[src/rtl/paddle_input_conditioner.sv]
// paddle_input_conditioner
//   Conditions one player's raw up/down push buttons into clean step commands.
//   Each button is synchronised, normalised to active-high, and debounced
//   independently. The debounced levels drive a small FSM that emits a
//   single-cycle step pulse on press, a second pulse after HOLD_DELAY cycles
//   of holding, then one pulse every REPEAT_PERIOD cycles while still held.
//
// Ports
//   clk           system clock
//   rst           synchronous, active-high reset
//   vu_button     raw up button (asynchronous to clk)
//   vd_button     raw down button (asynchronous to clk)
//   step_up       registered one-cycle pulse: move one step up
//   step_down     registered one-cycle pulse: move one step down
//   held_up       debounced up level
//   held_down     debounced down level
//   dir_conflict  high while both debounced levels are high
module paddle_input_conditioner #(
  parameter int unsigned SYNC_STAGES       = 2,
  parameter int unsigned DEBOUNCE_CYCLES   = 1000000,
  parameter int unsigned HOLD_DELAY        = 15000000,
  parameter int unsigned REPEAT_PERIOD     = 200000,
  parameter int unsigned CNT_W             = 24,
  parameter bit          BUTTON_ACTIVE_LOW = 1'b1
) (
  input  logic clk,
  input  logic rst,
  input  logic vu_button,
  input  logic vd_button,
  output logic step_up,
  output logic step_down,
  output logic held_up,
  output logic held_down,
  output logic dir_conflict
);

  localparam logic [CNT_W-1:0] DEB_LAST    = CNT_W'(DEBOUNCE_CYCLES - 1);
  localparam logic [CNT_W-1:0] HOLD_LAST   = CNT_W'(HOLD_DELAY - 1);
  localparam logic [CNT_W-1:0] REPEAT_LAST = CNT_W'(REPEAT_PERIOD - 1);

  typedef enum logic [1:0] {
    IDLE   = 2'd0,
    DELAY  = 2'd1,
    REPEAT = 2'd2
  } state_t;

  typedef enum logic [1:0] {
    CMD_NONE = 2'd0,
    CMD_UP   = 2'd1,
    CMD_DOWN = 2'd2
  } cmd_t;

  // Bit 0 = up, bit 1 = down.
  logic [1:0] raw_btn;
  logic [1:0] held;

  assign raw_btn = {vd_button, vu_button};

  // ---------------------------------------------------------------------------
  // Per-button synchroniser and debouncer
  // ---------------------------------------------------------------------------
  for (genvar b = 0; b < 2; b++) begin : g_btn
    logic [SYNC_STAGES-1:0] sync_q;
    logic [CNT_W-1:0]       deb_cnt_q;
    logic                   held_q;
    logic                   pressed;

    // Normalise so 1 always means pressed.
    assign pressed = sync_q[SYNC_STAGES-1] ^ BUTTON_ACTIVE_LOW;

    always_ff @(posedge clk) begin
      if (rst) begin
        // Reset to the released pin level so a button held through reset
        // has to traverse the full sync + debounce path again.
        sync_q    <= {SYNC_STAGES{BUTTON_ACTIVE_LOW}};
        deb_cnt_q <= '0;
        held_q    <= 1'b0;
      end else begin
        sync_q <= {sync_q[SYNC_STAGES-2:0], raw_btn[b]};
        if (pressed == held_q) begin
          deb_cnt_q <= '0;
        end else if (deb_cnt_q == DEB_LAST) begin
          held_q    <= ~held_q;
          deb_cnt_q <= '0;
        end else begin
          deb_cnt_q <= deb_cnt_q + CNT_W'(1);
        end
      end
    end

    assign held[b] = held_q;
  end

  assign held_up      = held[0];
  assign held_down    = held[1];
  assign dir_conflict = held[0] & held[1];

  // ---------------------------------------------------------------------------
  // Command decode: both held cancels motion.
  // ---------------------------------------------------------------------------
  cmd_t cmd;

  always_comb begin
    cmd = CMD_NONE;
    if (held[0] && !held[1]) begin
      cmd = CMD_UP;
    end else if (held[1] && !held[0]) begin
      cmd = CMD_DOWN;
    end
  end

  // ---------------------------------------------------------------------------
  // Step / hold-to-repeat FSM
  // ---------------------------------------------------------------------------
  state_t           state_q, state_d;
  cmd_t             dir_q, dir_d;
  logic [CNT_W-1:0] timer_q, timer_d;
  logic             step_up_q, step_up_d;
  logic             step_down_q, step_down_d;
  logic [CNT_W-1:0] timer_last;

  always_ff @(posedge clk) begin
    if (rst) begin
      state_q     <= IDLE;
      dir_q       <= CMD_NONE;
      timer_q     <= '0;
      step_up_q   <= 1'b0;
      step_down_q <= 1'b0;
    end else begin
      state_q     <= state_d;
      dir_q       <= dir_d;
      timer_q     <= timer_d;
      step_up_q   <= step_up_d;
      step_down_q <= step_down_d;
    end
  end

  assign timer_last = (state_q == DELAY) ? HOLD_LAST : REPEAT_LAST;

  always_comb begin
    state_d     = state_q;
    dir_d       = dir_q;
    timer_d     = timer_q;
    step_up_d   = 1'b0;
    step_down_d = 1'b0;

    case (state_q)
      IDLE: begin
        timer_d = '0;
        if (cmd != CMD_NONE) begin
          step_up_d   = (cmd == CMD_UP);
          step_down_d = (cmd == CMD_DOWN);
          dir_d       = cmd;
          state_d     = DELAY;
        end
      end

      DELAY, REPEAT: begin
        // Release beats an expiring timer; a reversal restarts the hold
        // sequence in the new direction immediately.
        if (cmd == CMD_NONE) begin
          timer_d = '0;
          state_d = IDLE;
        end else if (cmd != dir_q) begin
          step_up_d   = (cmd == CMD_UP);
          step_down_d = (cmd == CMD_DOWN);
          dir_d       = cmd;
          timer_d     = '0;
          state_d     = DELAY;
        end else if (timer_q == timer_last) begin
          step_up_d   = (dir_q == CMD_UP);
          step_down_d = (dir_q == CMD_DOWN);
          timer_d     = '0;
          state_d     = REPEAT;
        end else begin
          timer_d = timer_q + CNT_W'(1);
        end
      end

      default: begin
        timer_d = '0;
        state_d = IDLE;
      end
    endcase
  end

  assign step_up   = step_up_q;
  assign step_down = step_down_q;

endmodule

[config.mk]
export PLATFORM = sky130hd
export DESIGN_NAME = paddle_input_conditioner
export DESIGN_NICKNAME = d
export VERILOG_FILES = /design/src/rtl/paddle_input_conditioner.sv
export SDC_FILE = /design/constraint.sdc
export NUM_CORES = 1
export LEC_CHECK = 0
export ABC_AREA = 1
export CAP_MARGIN = 20
export CORE_ASPECT_RATIO = 1.1
export CORE_MARGIN = 2
export CORE_UTILIZATION = 35
export CTS_CLUSTER_DIAMETER = 80
export DETAILED_ROUTE_END_ITERATION = 12
export PLACE_DENSITY = 0.51
export SLEW_MARGIN = 20
export SYNTH_ARGS = -nofsm -noshare
export SYNTH_HDL_FRONTEND = slang
export SYNTH_SLANG_ARGS = --single-unit
[constraint.sdc]
create_clock -name clk -period 2.5 [get_ports clk]
set_input_delay 0.75 -clock clk [delete_from_list [all_inputs] [get_ports clk]]
set_output_delay 0.75 -clock clk [all_outputs]
set_load 0.02 [all_outputs]
==> reports/metrics.csv, run 1 <==
stage,metric,value,unit
worst_hold_path,whs_path_depth,1,
die,fp.dieW,110.8,µm
setup_path,start_kind,register,
synthesis,yosysSeqAreaShare,38.31,%
layout,syn_to_final_growth,11.80,%
pwr,p_leak,1.628,nW
layout,final_cells,809,
sta,timing.final.crit_share,95.84,%
synthesis,synth_nets,648,
clocking,post_cts_buffers,0,
synthesis,yosys-top-cells-count,"nand2_1 (136), nor2_1 (103), inv_1 (85)",
die,die_h,121.5,µm
global_route,overflow,0,
synthesis,ys_types,33,
clocking,cts_hold_repair.buffers,0,
setup_path,path_class,reg -> out,
sta,tns,0,ps
clocking,numClockSinks,84,
placed_design,post-place-ws,372.7,ps
global_route,grt_pass1_wl,16.04,mm
sta,final_period_minus_worst_setup_slack,2396,ps
synthesis,ys.flop_type,dfxtp_1,
die,rows,42,
synthesis,synth_top_family_by_area,simple AND/OR/NAND/NOR gates,
route,drc_errors,0,
synthesis,synthCells,633,
global_route,grt_pass1_vias,3561,
sta,slew_viol_final,0,
route,drt_wl_total,9.353,mm
worst_hold_path,hold_class,reg -> reg,
layout,final_layout_size_suffix_gt1_share,8.550,%
die,start_util,36.16,%
setup_path,endpoint_kind,output port,
synthesis,synth_warnings,0,
die,die_area,13450,µm²
route,vias_per_cell,4.735,
run,maxCapViolations,0,
placed_design,place_hpwl,7.171,mm
pwr,powerDensity,530.8,nW/µm²
layout,n_antenna_cell,0,
synthesis,yosys.area_share.simple,38.11,%
synthesis,synthAdderAreaFrac,3.136,%
synthesis,synth-seq-cells,84,
route,drt-wirelength-per-cell,11.56,µm
clocking,clockBufferDepth,2,
setup_path,critPathArrivalTime,1650,ps
sta,finalHoldViolCount,0,
synthesis,synth_xor_area_share,4.590,%
synthesis,async_reset_ff_share,0,%
sta,hold_ws,405.7,ps
route,vias,3831,
sta,rsz0062_at_grt,false,
synthesis,synth.top_cell.area_share,38.31,%
route,ant_nets,0,
sta,slew_headroom,50.84,%
synthesis,synthTopCellsByArea,"dfxtp_1 (38%), nand2_1 (12%), nor2_1 (8.8%)",
setup_path,cp_max_fo,7,
layout,fillers,1259,
synthesis,synth.most_common_cell,nand2_1,
sta,setup_ws,104.0,ps
clocking,clkTransAtPathRegs,60,ps
clocking,htree_levels,3,
route,drt_pass1_iterations,4,
layout,post-route-util,40.42,%
clocking,clockRootBuffer,clkbuf_16,
global_route,antenna_found_initial,0,
placed_design,placedCellCount,793,
clocking,cts_resized,0,
run_status,run_status,"complete, no violations",
global_route,grt_use_total,14.74,%
placed_design,finalWeightedCongestion,0.8437,
die,core,12140,µm²
synthesis,synthMuxAreaShare,0,%
synthesis,synth_area,4389,µm²
synthesis,avgSynthCellArea,6.934,µm²
pwr,ir_worst_vdd,0.2584,mV
setup_path,cp.required,1750,ps
sta,fin_skew,8.058,ps
sta,clock.fmax,417.4,MHz
clocking,cts_tree,done,
setup_path,rr_worst_depth,11,
sta,finalSetupViolCount,0,
clocking,cts_buffers,9,
synthesis,synth_compound_area_share,6.699,%
global_route,grt_max_degree,25,
clocking,insertion_delay,340,ps
synthesis,yosysTopAreaCell,dfxtp_1,
route,drt_iter0_markers,152,
layout,layout.nets,665,
die,io_pins,9,
placed_design,io_buffer_count,8,
sta,worst_pin_slew,730.6,ps
synthesis,synth-edff-count,0,
-- logic make-up (layout without fill, tap and decap cells) --
logic type,count (synthesis),in the layout
AOI/OAI and AO/OA,51,51
and+or+nand+nor,369,369
buffers and inverters,95,117
xor gates and xnor gates,23,23
DFF,84,84
adders and majority gates,11,11
-- flip-flops by register name (all words and copies together) (netlist names) --
signal,flops
dir_q,2
step_down,1
held_down,1
held_up,1
g_btn.sync_q,4
g_btn.deb_cnt_q,48
step_up,1
timer_q,24
state_q,2
-- routing by layer --
layer  vias up  part of all wire, %  GRT usage, %
li1       2055                    -             -
met1      1717                   47         17.37
met2        38                   47         24.85
met3        21                  2.0         2.647
met4         0                  3.9         9.375
met5         -                    0             0
-- layout by cell type (no fill, tap or decap), types with 2 or more instances in the layout --
| cell | Yosys | routed |
|---|---|---|
| a211oi_1 | 2 | 2 |
| a21oi_1 | 27 | 27 |
| a21oi_2 | 4 | 4 |
| a31oi_1 | 2 | 2 |
| buf_4 | 0 | 5 |
| clkbuf_16 | 0 | 9 |
| clkdlybuf4s50_1 | 0 | 8 |
| clkinv_2 | 0 | 3 |
| clkinv_4 | 0 | 2 |
| dfxtp_1 | 84 | 84 |
| ha_1 | 11 | 11 |
| inv_1 | 85 | 85 |
| inv_2 | 3 | 3 |
| nand2_1 | 136 | 136 |
| nand2_2 | 3 | 3 |
| nand3_1 | 28 | 28 |
| nand4_1 | 24 | 24 |
| nor2_1 | 103 | 103 |
| nor2_2 | 11 | 11 |
| nor3_1 | 28 | 28 |
| nor3b_1 | 14 | 14 |
| nor4_1 | 6 | 6 |
| o21ai_0 | 14 | 14 |
| or2_2 | 9 | 9 |
| xnor2_1 | 7 | 7 |
| xor2_1 | 16 | 16 |
-- final timing paths --
path / start / endpoint / slack (ps)
min reg2reg: g_btn[0].sync_q[0] / g_btn[0].sync_q[1] / 410
min: g_btn[0].sync_q[0] / g_btn[0].sync_q[1] / 410
max reg2reg: held_up / timer_q[9] / 410
max: held_up / dir_conflict / 100
-- stage by stage --
| stage | cell area [µm²] | total power [mW] |
|---|---|---|
| 5_1_grt | 4907 | 2.719 |
| 3_3_place_gp | 4628 | 1.400 |
| 3_5_place_dp | 4628 | 1.400 |
| 6_report | 4907 | 2.605 |
| 4_1_cts | 4907 | 2.656 |
| 2_1_floorplan | 4389 | 1.387 |
-- where the power goes --
part / leakage (nW) / switching [mW] / internal (mW)
clock network: 0.138 / 0.538 / 0.697
logic: 0.813 / 0.0145 / 0.0115
registers: 0.677 / 0.00167 / 1.34
total: 1.63 / 0.554 / 2.05
-- area by class of cell --
type / count / area, µm² / area share [%]
tap: 154 / 192.7 / 3.927
inverter: 88 / 330.3 / 6.731
multi-input combinational: 454 / 2306 / 46.99
sequential: 84 / 1682 / 34.27
clock inverter: 6 / 40.04 / 0.8159
clock buffer: 10 / 239.0 / 4.870
timing repair buffer: 13 / 117.6 / 2.397
-- worst max-delay path, cell delays in order (launching register included) --
cell	delay (ps)
dfxtp_1	440
ha_1	250
clkdlybuf4s50_1	620
(Power assumes the default switching activity.)
==> inputs of run 2 (changes only) <==
--- a/config.mk
+++ b/config.mk
@@ -10,10 +10,10 @@
 export CORE_ASPECT_RATIO = 1.1
 export CORE_MARGIN = 2
 export CORE_UTILIZATION = 35
+export CTS_BUF_LIST = sky130_fd_sc_hd__clkbuf_16
 export CTS_CLUSTER_DIAMETER = 80
 export DETAILED_ROUTE_END_ITERATION = 12
 export PLACE_DENSITY = 0.51
-export SLEW_MARGIN = 20
 export SYNTH_ARGS = -nofsm -noshare
 export SYNTH_HDL_FRONTEND = slang
 export SYNTH_SLANG_ARGS = --single-unit
==> constraint.sdc (replaced) <==
create_clock -name clk -period 2.8 [get_ports clk]
set_input_delay 0.84 -clock clk [delete_from_list [all_inputs] [get_ports clk]]
set_output_delay 0.84 -clock clk [all_outputs]
set_load 0.02 [all_outputs]
==> run 2 against run 1 <==
Net effect:
- largest cell class unchanged
- critical path type unchanged
- die area unchanged
- largest power group unchanged
- critical path depth unchanged
- total power decreased by 12%
- non-clock buffer count decreased by 2
- worst setup slack improved by 230 ps
- highest routed layer unchanged
==> reports/metrics.csv, run 2 (synthesis gave the netlist of run 1 again) <==
stage,metric,value,unit
pwr,ir_worst_vdd,0.1786,mV
global_route,antenna_found_initial,0,
clocking,cts_resized,0,
sta,worst_pin_slew,411.3,ps
sta,tns,0,ps
clocking,clockRootBuffer,clkbuf_16,
worst_hold_path,hold_class,reg -> reg,
setup_path,rr_worst_depth,11,
run_status,run_status,"complete, no violations",
clocking,clkTransAtPathRegs,60,ps
global_route,grt_pass1_wl,16.57,mm
setup_path,cp_max_fo,7,
layout,layout.cells.most_common,nand2_1,
die,rows,42,
clocking,insertion_delay,350,ps
setup_path,path_cells,ha_1 > clkdlybuf4s50_1,
die,die_area,13450,µm²
die,io_pins,9,
setup_path,r2r-end,timer_q[6],
pwr,powerDensity,470.0,nW/µm²
die,start_util,36.16,%
global_route,grt_max_degree,25,
global_route,grt.met1_usage,17.82,%
setup_path,cpPeakStageDelay,600,ps
global_route,grt_use_total,15.18,%
layout,fillers,1272,
sta,finalSetupViolCount,0,
sta,final_period_minus_worst_setup_slack,2464,ps
placed_design,finalWeightedCongestion,0.8211,
worst_hold_path,whs_path_depth,1,
route,drt_wl_total,9.535,mm
layout,multi_input_area,2306,µm²
clocking,clockBufferDepth,2,
placed_design,io_buffer_count,8,
layout,largest-register,g_btn.deb_cnt_q,
placed_design,place_hpwl,7.269,mm
layout,layout.nets,663,
layout,n_antenna_cell,0,
layout,layout_common_cells,"nand2_1 (136), nor2_1 (103), inv_1 (86)",
setup_path,critPathArrivalTime,1620,ps
setup_path,endpoint_kind,output port,
pwr,p_leak,1.614,nW
setup_path,start_kind,register,
sta,clock.fmax,405.8,MHz
setup_path,cp.required,1960,ps
clocking,cts_tree,done,
worst_hold_path,hold_end,g_btn[1].sync_q[1],
layout,post-route-util,40.15,%
die,core,12140,µm²
sta,slew_viol_final,0,
clocking,cts_buffers,9,
layout,syn_to_final_growth,11.03,%
layout,final_layout_size_suffix_gt1_share,7.963,%
die,die_h,121.5,µm
route,vias_per_cell,4.778,
clocking,numClockSinks,84,
route,ant_nets,0,
route,drc_errors,0,
placed_design,post-place-ws,353.7,ps
route,drt_iter0_markers,152,
global_route,grtUsageMet3,2.597,%
sta,slew_headroom,72.32,%
sta,finalHoldViolCount,0,
run,maxCapViolations,0,
route,vias,3856,
clocking,htree_levels,3,
sta,setup_ws,335.8,ps
sta,rsz0062_at_grt,false,
layout,ff_latch_area,1682,µm²
layout,top_regs,"g_btn.deb_cnt_q (48), timer_q (24), g_btn.sync_q (4)",
clocking,post_cts_buffers,0,
sta,timing.final.crit_share,88.01,%
clocking,cts_hold_repair.buffers,0,
sta,hold_ws,420.4,ps
setup_path,r2r-start,held_up,
die,fp.dieW,110.8,µm
route,drt-wirelength-per-cell,11.82,µm
setup_path,reg2reg_slack,630,ps
setup_path,path_class,reg -> out,
global_route,overflow,0,
sta,fin_skew,6.328,ps
setup_path,cpMaxStageDelayCell,clkdlybuf4s50_1,
route,drt_pass1_iterations,4,
global_route,top_usage_layer,met2,
global_route,grt_pass1_vias,3689,
worst_hold_path,min_from,g_btn[1].sync_q[0],
layout,largest_reg_flops,48,
pwr,p_total,2.291,mW
global_route,use_met2,26.34,%
[run 2: changes by cell type in the layout (fill, tap and decap cells not counted), sizes merged]
| cell | change |
|---|---|
| buf | -2 |
| inv | +1 |
| clkbuf | -1 |
[run 2: metrics by stage]
step                      area (µm²)  std cells
after floorplan                 4389        633
after global placement          4613        791
after detailed placement        4613        791
after CTS                       4873        807
after global routing            4873        807
final                           4873        807
[run 2: report_power, final]
group,internal [mW],switching (mW),total [mW]
Sequential,1.20,0.00162,1.20
Clock,0.587,0.482,1.07
Combinational,0.00838,0.0124,0.0208
[run 2: worst max path at each step]
stage | from | endpoint | slack (ps) | cells after the start
3_5_place_dp | rst | g_btn[0].deb_cnt_q[2] | 350 | 7
6_report | held_up | dir_conflict | 340 | 2
5_1_grt | held_up | dir_conflict | 270 | 2
4_1_cts | held_up | dir_conflict | 310 | 2
2_1_floorplan | held_up | timer_q[18] | 780 | 12
3_3_place_gp | rst | g_btn[1].deb_cnt_q[20] | 400 | 7
[run 2: critical path, delay by kind of cell, from the launching register on]
family     cells  cell delay [ps]
buf+inv        1              600
flops          1              490
fa+ha+maj      1              200
[run 2: layout make-up]
type / instances / area share (%)
multi-input combinational: 454 / 47.32
sequential: 84 / 34.51
inverter: 88 / 6.778
clock buffer: 9 / 4.621
tap: 154 / 3.954
timing repair buffer: 11 / 2.105
clock inverter: 7 / 0.7189
[run 2: per-layer routing]
layer	vias to the layer above	wire length, µm
met1	1741	4511
li1	2050	-
met4	0	265
met5	-	0
met3	14	227
met2	51	4531
